==> config.mk <==
export PLATFORM = sky130hd
export DESIGN_NAME = alu_sequencer
export DESIGN_NICKNAME = d
export VERILOG_FILES = /design/src/rtl/alu_sequencer.sv
export SDC_FILE = /design/constraint.sdc
export NUM_CORES = 1
export LEC_CHECK = 0
export ABC_AREA = 0
export CAP_MARGIN = 20
export CORE_UTILIZATION = 63
export DETAILED_ROUTE_END_ITERATION = 7
export DONT_BUFFER_PORTS = 1
export MAX_ROUTING_LAYER = met4
export PLACE_DENSITY = 0.85
export SLEW_MARGIN = 20
export SYNTH_ARGS = -nofsm -noshare
export SYNTH_HDL_FRONTEND = slang
export SYNTH_SLANG_ARGS = --single-unit
==> constraint.sdc <==
create_clock -name clk -period 1.8 [get_ports clk]
set_input_delay 0.27 -clock clk [delete_from_list [all_inputs] [get_ports clk]]
set_output_delay 0.27 -clock clk [all_outputs]
set_load 0.01 [all_outputs]
==> src/rtl/alu_sequencer.sv <==
// ---------------------------------------------------------------------------
// alu_sequencer
//
// Multi-cycle controller that sequences an external, purely combinational
// 8-bit ALU. It accepts one instruction per valid/ready handshake, reads the
// operands from an internal register file, drives the ALU inputs, captures
// the result and flags, and writes the result back to the register file.
// Each instruction takes four cycles: IDLE (accept), READ, EXEC and WB.
//
// Instruction layout (INSTR_W = 12 + 2*REG_AW):
//   [INSTR_W-1]              imm_sel : 1 = B operand is the immediate
//   [INSTR_W-2:INSTR_W-4]    aluop   : 3-bit ALU operation
//   next REG_AW bits         rd      : destination register, and B operand
//                                      when imm_sel = 0
//   next REG_AW bits         rs      : A operand register
//   [7:0]                    imm     : 8-bit immediate
//
// Ports:
//   clk            in   clock, rising edge
//   reset          in   synchronous, active-high reset
//   instr_valid    in   instruction offered
//   instr_ready    out  sequencer can accept (high only in IDLE)
//   instr          in   instruction word
//   alu_opcode     out  ALU opcode, {5'b0, aluop}
//   alu_a          out  ALU A operand
//   alu_b          out  ALU B operand
//   alu_result     in   ALU result
//   alu_zero       in   ALU zero flag
//   alu_carry      in   ALU carry/borrow flag
//   alu_negative   in   ALU negative flag
//   flags          out  registered {negative, carry, zero}
//   done           out  one-cycle pulse during writeback
//   dbg_sel        in   debug register select
//   dbg_data       out  combinational read of reg[dbg_sel]
//
// Optional feature (macro ALU_SEQ_PERF_EN):
//   retired_cnt    out  16-bit count of writebacks, wraps
//   busy_cnt       out  16-bit count of non-IDLE cycles, wraps
//
// NUM_REGS must equal 2**REG_AW; INSTR_W is derived and must not be
// overridden.
// ---------------------------------------------------------------------------
module alu_sequencer #(
  parameter int NUM_REGS = 4,
  parameter int REG_AW   = 2,
  parameter int INSTR_W  = 12 + 2 * REG_AW
) (
  input  logic               clk,
  input  logic               reset,
  input  logic               instr_valid,
  output logic               instr_ready,
  input  logic [INSTR_W-1:0] instr,
  output logic [7:0]         alu_opcode,
  output logic [7:0]         alu_a,
  output logic [7:0]         alu_b,
  input  logic [7:0]         alu_result,
  input  logic               alu_zero,
  input  logic               alu_carry,
  input  logic               alu_negative,
  output logic [2:0]         flags,
  output logic               done,
  input  logic [REG_AW-1:0]  dbg_sel,
  output logic [7:0]         dbg_data
`ifdef ALU_SEQ_PERF_EN
  ,
  output logic [15:0]        retired_cnt,
  output logic [15:0]        busy_cnt
`endif
);

  // -------------------------------------------------------------------------
  // State machine encoding
  // -------------------------------------------------------------------------
  typedef enum logic [1:0] {
    IDLE = 2'd0,
    READ = 2'd1,
    EXEC = 2'd2,
    WB   = 2'd3
  } state_t;

  state_t state;

  // -------------------------------------------------------------------------
  // Latched instruction and its decoded fields
  // -------------------------------------------------------------------------
  logic [INSTR_W-1:0] instr_reg;

  logic              imm_sel;
  logic [2:0]        aluop;
  logic [REG_AW-1:0] rd;
  logic [REG_AW-1:0] rs;
  logic [7:0]        imm;

  assign imm_sel = instr_reg[INSTR_W-1];
  assign aluop   = instr_reg[INSTR_W-2 -: 3];
  assign rd      = instr_reg[INSTR_W-5 -: REG_AW];
  assign rs      = instr_reg[INSTR_W-5-REG_AW -: REG_AW];
  assign imm     = instr_reg[7:0];

  // -------------------------------------------------------------------------
  // Result/flag holding registers, loaded at the edge that closes EXEC so
  // that WB writes values the ALU produced from stable inputs.
  // -------------------------------------------------------------------------
  logic [7:0] result_hold;
  logic [2:0] flags_hold;

  // -------------------------------------------------------------------------
  // Register file. Each register is its own flop group with a decoded write
  // enable; the array view below is only used for the read ports.
  // -------------------------------------------------------------------------
  logic [7:0] regs [NUM_REGS];
  logic       wb_en;

  assign wb_en = (state == WB);

  genvar gi;
  generate
    for (gi = 0; gi < NUM_REGS; gi++) begin : g_regfile
      logic [7:0] q_reg;

      always_ff @(posedge clk) begin
        if (reset) begin
          q_reg <= 8'h00;
        end else if (wb_en && (rd == REG_AW'(gi))) begin
          q_reg <= result_hold;
        end
      end

      assign regs[gi] = q_reg;
    end
  endgenerate

  // Debug read is combinational; a WB write shows up the following cycle.
  assign dbg_data = regs[dbg_sel];

  // -------------------------------------------------------------------------
  // Main FSM with registered outputs.
  //
  // instr_ready and done are registered and therefore set one state ahead:
  // ready is raised on the WB->IDLE transition (and by reset), done is
  // raised on the EXEC->WB transition and dropped on leaving WB.
  // -------------------------------------------------------------------------
  always_ff @(posedge clk) begin
    if (reset) begin
      state       <= IDLE;
      instr_reg   <= '0;
      instr_ready <= 1'b1;
      alu_opcode  <= 8'h00;
      alu_a       <= 8'h00;
      alu_b       <= 8'h00;
      result_hold <= 8'h00;
      flags_hold  <= 3'b000;
      flags       <= 3'b000;
      done        <= 1'b0;
    end else begin
      case (state)
        IDLE: begin
          done <= 1'b0;
          if (instr_valid && instr_ready) begin
            instr_reg   <= instr;
            instr_ready <= 1'b0;
            state       <= READ;
          end
        end

        READ: begin
          // rd == rs is legal: both reads see the value before this
          // instruction's writeback.
          alu_a      <= regs[rs];
          alu_b      <= imm_sel ? imm : regs[rd];
          alu_opcode <= {5'b00000, aluop};
          state      <= EXEC;
        end

        EXEC: begin
          result_hold <= alu_result;
          flags_hold  <= {alu_negative, alu_carry, alu_zero};
          done        <= 1'b1;
          state       <= WB;
        end

        WB: begin
          // The register file write happens in g_regfile under wb_en.
          flags       <= flags_hold;
          done        <= 1'b0;
          instr_ready <= 1'b1;
          state       <= IDLE;
        end

        default: begin
          state       <= IDLE;
          done        <= 1'b0;
          instr_ready <= 1'b1;
        end
      endcase
    end
  end

`ifdef ALU_SEQ_PERF_EN
  // -------------------------------------------------------------------------
  // Performance counters: both wrap naturally at 16 bits.
  // -------------------------------------------------------------------------
  always_ff @(posedge clk) begin
    if (reset) begin
      retired_cnt <= 16'h0000;
      busy_cnt    <= 16'h0000;
    end else begin
      if (state == WB) begin
        retired_cnt <= retired_cnt + 16'h0001;
      end
      if (state != IDLE) begin
        busy_cnt <= busy_cnt + 16'h0001;
      end
    end
  end
`endif

endmodule

== After elaboration in Yosys (flattened, before gate mapping) ==
Cells that the tools add are included.

* $lt $le $gt $ge: 3
* Equality and inequality tests: 7
* Mux-type cells: 15
* Bitwise gates (word level): 3
* Reduce and logical (&&, ||, !) cells: 12

{| class="wikitable"
|+ Operator list
! kind !! number
|-
| $mux W8 || 7
|-
| $bmux W8 S2 || 3
|-
| $ge A3 B3 Y1 const B || 3
|-
| $not A2 Y3 || 3
|-
| $eq A2 B2 Y1 const B || 4
|-
| $pmux W2 S4 || 1
|-
| $logic_and A1 B1 Y1 || 5
|-
| $eq A2 B1 Y1 const B || 2
|-
| $logic_not A2 Y1 || 2
|-
| $pmux W1 S2 || 2
|-
| $reduce_and A2 Y1 || 2
|-
| $reduce_bool A2 Y1 || 2
|-
| $mux W2 || 1
|-
| $ne A2 B2 Y1 const B || 1
|-
| $reduce_or A2 Y1 || 1
|-
| $mux W1 || 1
|}

* Bits in registers: 85
* Input bits: 32
* Output and inout port bits: 37
* Logic and storage cells: 54

== Depth between registers and ports, before layout ==
Gate-level depths: netlist of the first run.

* Depth in word-level cells: 5
* Depth in mapped cells: 7
* Mapped depth without buffers: 5

== Worst setup path after synthesis of the first run ==
OpenSTA, ideal clock, no wires.

* Kind: reg2reg
* Start point: register state[0]
* End point: register instr_reg[9]
* Library setup time: 0.070 ns
* Arrival: 1.374 ns
* Data required time: 1.730 ns
* Setup slack: 0.355 ns
* Stages on the path, launching flop included: 7
* Path buffers: 1
* Clock period less this slack: 1.445 ns
* Cell sequence: dfxtp_1 > inv_1 > ha_1 > nand3_1 > clkbuf_1 > nand2_1 > a21oi_1

* Cells in the longest elaborated chain, start to end: 2

{| class="wikitable"
|+ RTL lines
! what !! line !! RTL
|-
| start, declared || 81 || <nowiki>state_t state;</nowiki>
|-
| start signal, assigned || 145 || <nowiki>state <= IDLE;</nowiki>
|-
| start signal, assigned || 162 || <nowiki>state <= READ;</nowiki>
|-
| start signal, assigned || 172 || <nowiki>state <= EXEC;</nowiki>
|-
| $logic_not A2 Y1 || 156 || <nowiki>case (state)</nowiki>
|-
| $reduce_and A2 Y1 (no source line) || n/a ||
|-
| end signal, assigned || 160 || <nowiki>instr_reg <= instr;</nowiki>
|-
| end, declared || 86 || <nowiki>logic [INSTR_W-1:0] instr_reg;</nowiki>
|}

No other way between the ends.
A chain may end at the register's enable or synchronous reset.

== Worst setup path in the final report of the first run ==
* Start point: register state[0]
* End point: register flags[1]

* Cells in the longest elaborated chain, start to end: 1

{| class="wikitable"
|+ RTL lines
! what !! line !! RTL
|-
| $eq A2 B2 Y1 || 156 ||
|-
| end signal, assigned || 184 || <nowiki>flags <= flags_hold;</nowiki>
|-
| end, declared || 60 || <nowiki>output logic [2:0] flags,</nowiki>
|}

No other way between the ends.

==> metrics, run 1 <==
result of the run=completed; Starting Density=between 60 and 70%; number of non-filler instances in the completed layout=between 400 and 500; achievable clock frequency=583 MHz; synthesized area per cell=between 10 and 15 um^2; Vert. Die Dim=79.7 um; dpl ws=approximately 0.23 ns; largest net degree at the start of global routing=86; proportion of netlist area held by the largest area contributor=between 40% and 50%; endpoint with the worst hold slack=instr_ready; cells taking the most area after synthesis=dfxtp_1 45%, mux2i_1 16%, mux4_2 9.5%; Relative slew margins=~65%; setup fix buffers added after clock tree synthesis=0; library cell with the largest summed area after synthesis=dfxtp_1; Die ar.=about 6300 um^2; Unique masters post-synth=30; Leakage=about 1.7 nW; vias per inst=around 6; clock period minus worst slack=between 1.5 and 2 ns; R2R depth=4; crit path max fanout=5; clock latency reported for the late side of the worst-skew pair=0.36 ns; synthesized area=3800 um^2; number of buffers inserted during clock tree synthesis=9; Placement Rows=27; beginning of the worst register-to-register path=state[0]; initial antenna violation count=0; Via Count=around 2700; clk sink count=85; number of top-level design ports=69; total negative setup slack=0 ns; Total Routing Usage GR=roughly 28%; antenna cells=0; Cell Area, Placed=3820 um^2; fraction of the core area covered by cells at the end of the flow=between 70% and 80%; fin. max-slew vios=0; CP endpoint kind=flop; RR Endpoint=flags[1]; routed wirelength normalized by instance count=approximately 19 um; Crit Path Category=flop to flop; Worst Min Path Start=reset; total wire length after detailed routing=roughly 8.4 mm; remaining antenna violation count=0; maximum VDD drop=roughly 0.85 mV; cell count after synthesis=~360; count of endpoints failing hold in the final timing report=0; CP required=between 2 and 2.5 ns; cell depth of the worst min-delay path=1; fin area=about 4100 um^2; flip-flop count of the largest register after layout=32; Nets=397; worst-case hold slack=just over 0.02 ns; maximum buffer depth of the clock tree=2; Max H-tree Level=3; total power consumption of the routed design=between 5 and 6 mW; Final HPWL DP=around 5.2 mm; worst hold-check path type=primary input to flop; skew final=between 0.01 and 0.015 ns; overflow left after global routing=0; fraction of layout cells with a size suffix above 1=15.1%; Pre-antenna DRT Iters=5; share of synthesized area occupied by flip-flops and latches=between 40% and 50%; RSZ-0062 raised after global routing=false; worst-case register-to-register setup slack=~0.086 ns; Area growth syn-to-layout=9.05%; Clock Pin Slew Worst Setup and Hold Paths=about 0.090 ns; Synth warnings=0; transition time at the pin with the least slew margin=0.531 ns; Cell Count Post-Placement=415; 1st-iter DRT viols=roughly 210; Yosys reg bits=85; Std-Cell Core Area=approximately 5700 um^2; CP Data Arrival Time=1.97 ns; max-cap viol count=0; CTS root buffer=clkbuf_8; kind of start point of the critical path=flop; drc violations=0; PnR worst setup slack=~0.086 ns; routability congestion estimate from global placement=between 0.8 and 0.9; total power per unit cell area=1290 nW/um^2; share of the cycle needed by the critical path after routing=approximately 95%; Final Setup Violations=0; vias in the first global route=2521; Die X-Extent=~80 um; wire length of the first global-routing pass=12.8 mm; IO buf count=0; CTS tree=done
-- layout make-up --
cell class              count  area [um^2]
flip-flops and latches     85         1700
repair buffers             14          163
inverters                   2         7.51
well taps                  72         90.1
clock buffers              11          141
multi-input cells         248         1930
clock inverters             5          108
fillers                   390         1530
-- routing by layer --
metal | global-route usage [%] | wire length [um] | part of all wire, % | vias up
li1 | - | - | - | 1261
met1 | 34.1 | 3580 | 43 | 1289
met2 | 44.8 | 4000 | 48 | 123
met3 | 6.40 | 685 | 8.2 | 19
met4 | 8.36 | 138 | 1.6 | 0
met5 | - | 0 | 0 | -
-- worst max-delay path: stages (launching register included) --
cell	delay [ns]
dfxtp_1	0.41
ha_1	0.31
mux2i_1	0.25
nor2_1	0.08
dlygate4sd3_1	0.56
-- cell usage after synthesis, drive strengths merged --
library cell	count
nor2b	2
nand2	33
clkbuf	11
nand3b	2
nand2b	1
a21boi	1
ha	5
and3	1
nor3b	1
dfxtp	85
nand3	2
a21oi	17
buf	21
a222oi	8
mux2	16
inv	2
conb	1
nor2	69
mux2i	59
mux4	16
o22ai	1
a211oi	9
-- report_power, final --
part	leakage (nW)	switching, mW	internal, mW
clock network	0.124	0.684	0.965
logic	0.871	0.713	0.569
registers	0.689	0.276	2.12
total	1.68	1.67	3.66
-- placed cells by master (no fill, tap or decap) --
cell type and count:
mux4_2 16, nor2b_1 2, o22ai_1 1, clkbuf_8 10, conb_1 5, mux2_2 6
a21oi_1 17, clkinv_4 2, nand2b_1 1, nand3_1 1, mux2_1 3, nor2_1 68
inv_1 2, a21boi_0 1, dlygate4sd3_1 5, buf_12 2, bufinv_16 3, nand2_1 33
a222oi_1 8, clkbuf_1 1, dfxtp_1 85, nor2_2 1, buf_16 1, nand3_2 1
buf_4 6, ha_1 5, mux2_4 7, mux2i_1 59, nor3b_1 1, nand3b_1 2
and3_1 1, a211oi_1 9
-- what timing repair did --
item / 4_1_cts / 5_1_grt
gates resized for setup: 0 / 0
hold buffers: 4 / 2
endpoints found under the hold margin: 84 / 71
-- cell families after synthesis --
family                   share of synthesized area (%)
AND/OR/NAND/NOR                                   11.8
flip-flops                                        44.8
other                                           0.0987
AO/OA/AOI/OAI                                     6.49
multiplexers                                      30.5
adder cells (fa/ha/maj)                           1.65
buffers and inverters                             4.74
-- worst max path at each step --
stage	from	end	slack (ns)
floorplan	state[0]	instr_reg[9]	0.36
global route	state[0]	instr_reg[0]	0.01
global placement	instr_reg[11]	alu_b[7]	0.31
CTS	state[0]	state[0]	0.14
detailed placement	state[0]	instr_reg[14]	0.23
finish	state[0]	flags[1]	0.09
No activity file was read; power rests on OpenSTA's default activity.
==> run 2: changes to the inputs <==
--- a/config.mk
+++ b/config.mk
@@ -7,6 +7,8 @@
 export LEC_CHECK = 0
 export ABC_AREA = 0
 export CAP_MARGIN = 20
+export CORE_ASPECT_RATIO = 0.5
+export CORE_MARGIN = 3
 export CORE_UTILIZATION = 63
 export DETAILED_ROUTE_END_ITERATION = 7
 export DONT_BUFFER_PORTS = 1
==> metrics, run 2 (same netlist as run 1, synthesis figures left out) <==
CTS tree=done; Placement Rows=19; Via Count=between 2000 and 3000; fraction of layout cells with a size suffix above 1=~14%; Seq. cell area=~1700 um^2; Final HPWL DP=around 6.0 mm; total negative setup slack=0 ns; Leakage=approximately 1.7 nW; RSZ-0062 raised after global routing=false; drc violations=0; skew final=0.00610 ns; Vert. Die Dim=approximately 60 um; ordered cell list for the critical path=buf_4 -> mux2_4 -> a222oi_1 -> a211oi_1; routed wirelength normalized by instance count=approximately 21 um; largest net degree at the start of global routing=47; Worst Min Path Start=reset; maximum VDD drop=roughly 0.86 mV; Filler Cell Count=a little under 400; cell with the largest stage delay on the worst path=a222oi_1; Clock Pin Slew Worst Setup and Hold Paths=roughly 0.06 ns; largest stage delay on the critical path=0.46 ns; maximum buffer depth of the clock tree=2; number of top-level design ports=69; Net Switching=1.72 mW; cell depth of the worst min-delay path=1; antenna cells=0; area occupied by multi-input gates=roughly 1900 um^2; total wire length after detailed routing=roughly 9.4 mm; CP Data Arrival Time=1.90 ns; Pre-antenna DRT Iters=8; Die ar.=roughly 7000 um^2; Final Setup Violations=0; total power consumption of the routed design=between 5 and 6 mW; crit path max fanout=14; CTS root buffer=clkbuf_16; number of buffers inserted during clock tree synthesis=9; transition time at the pin with the least slew margin=0.877 ns; share of the cycle needed by the critical path after routing=a little over nine tenths; overflow left after global routing=0; initial antenna violation count=0; vias in the first global route=around 2600; Nets=400; worst hold-check path type=primary input to flop; most frequent cells in the layout=85 x dfxtp_1, 68 x nor2_1, 59 x mux2i_1; beginning of the worst register-to-register path=instr_reg[11]; total power per unit cell area=around 1300 nW/um^2; clock period minus worst slack=between 1.5 and 2 ns; Clock power frac=31.1%; RR Endpoint=alu_b[2]; clk sink count=85; vias per inst=roughly 6.4; Die X-Extent=roughly 120 um; flip-flop count of the largest register after layout=32; IO buf count=0; Combinational Power Share=roughly a quarter; routability congestion estimate from global placement=approximately 0.85; achievable clock frequency=about 590 MHz; endpoint with the worst hold slack=g_regfile[1].q_reg[0]; Internal Pwr Total=around 3.6 mW; Starting Density=approximately 67%; commonest non-fill, non-tap cell in the layout=dfxtp_1; 1st-iter DRT viols=roughly 310; Crit Path Category=flop to flop; CP endpoint kind=flop; Relative slew margins=about two fifths; switching portion of total power=approximately a third; max-cap viol count=0; wire length of the first global-routing pass=14.1 mm; clock latency reported for the late side of the worst-skew pair=about 0.34 ns; Max H-tree Level=3; count of endpoints failing hold in the final timing report=0; result of the run=completed; CP required=~2.0 ns; Total Routing Usage GR=between 20 and 30%; R2R depth=4; fin. max-slew vios=0; kind of start point of the critical path=flop; share of power burned in registers=roughly 46%; worst-case register-to-register setup slack=~0.10 ns; remaining antenna violation count=0; Area growth syn-to-layout=9.09%; Std-Cell Core Area=between 5000 and 6000 um^2
-- run 2: power by group through the flow --
stage	clock, mW	sequential [mW]	combinational, mW
finish	1.65	2.42	1.24
global route	1.76	2.45	1.35
CTS	1.66	2.41	1.21
detailed placement	0	2.45	1.17
global placement	0	2.43	1.12
floorplan	0	2.35	1.03
-- run 2: metrics by stage --
| step | instance area, um^2 | setup WS [ns] | std cells | hold slack [ns] | util [%] |
|---|---|---|---|---|---|
| after detailed placement | 3800 | 0.182 | 417 | 0.352 | 67.2 |
| after global routing | 4150 | 0.0217 | 441 | 0.00175 | 73.3 |
| after global placement | 3800 | 0.253 | 417 | 0.346 | 67.2 |
| after CTS | 4130 | 0.165 | 440 | 0.000308 | 73.1 |
| after floorplan | 3810 | 0.355 | 367 | 0.406 | - |
| final | 4150 | 0.103 | 441 | 0.0129 | 73.3 |
-- run 2: worst max-delay path: cells and delay by family (launching register included) --
family          cells  cell delay (ns)
compound gates      2             0.62
flops               1             0.36
mux                 1             0.32
buf+inv             1             0.26
-- run 2: layout make-up --
type | count | area share, %
sequential | 85 | 41.1
tap | 73 | 2.20
timing repair buffer | 17 | 3.56
clock buffer | 13 | 5.80
multi-input combinational | 248 | 46.7
inverter | 2 | 0.181
clock inverter | 3 | 0.543
-- run 2: how the worst max path moves through the flow --
stage,slack (ns),cells past startpoint,start,end
2_1_floorplan,0.36,6,state[0],instr_reg[9]
3_3_place_gp,0.25,4,instr_reg[11],alu_b[4]
3_5_place_dp,0.18,5,state[0],instr_reg[2]
4_1_cts,0.16,5,state[1],instr_reg[2]
5_1_grt,0.02,5,state[0],g_regfile[0].q_reg[1]
6_report,0.10,4,instr_reg[11],alu_b[2]
-- run 2: repair_timing --
item	in CTS	in global routing
hold buffers	7	1
resized for setup	0	1
setup buffers	0	0
endpoints found under the setup margin	0	4
endpoints found under the hold margin	21	18
-- run 2: metal layers --
metal	share of wire (%)	wire length, um	GRT usage [%]	up-vias
li1	-	-	-	1273
met1	43	4070	38.1	1371
met2	44	4100	40.7	160
met3	11	1070	11.2	15
met4	1.5	137	4.63	0
met5	0	0	-	-
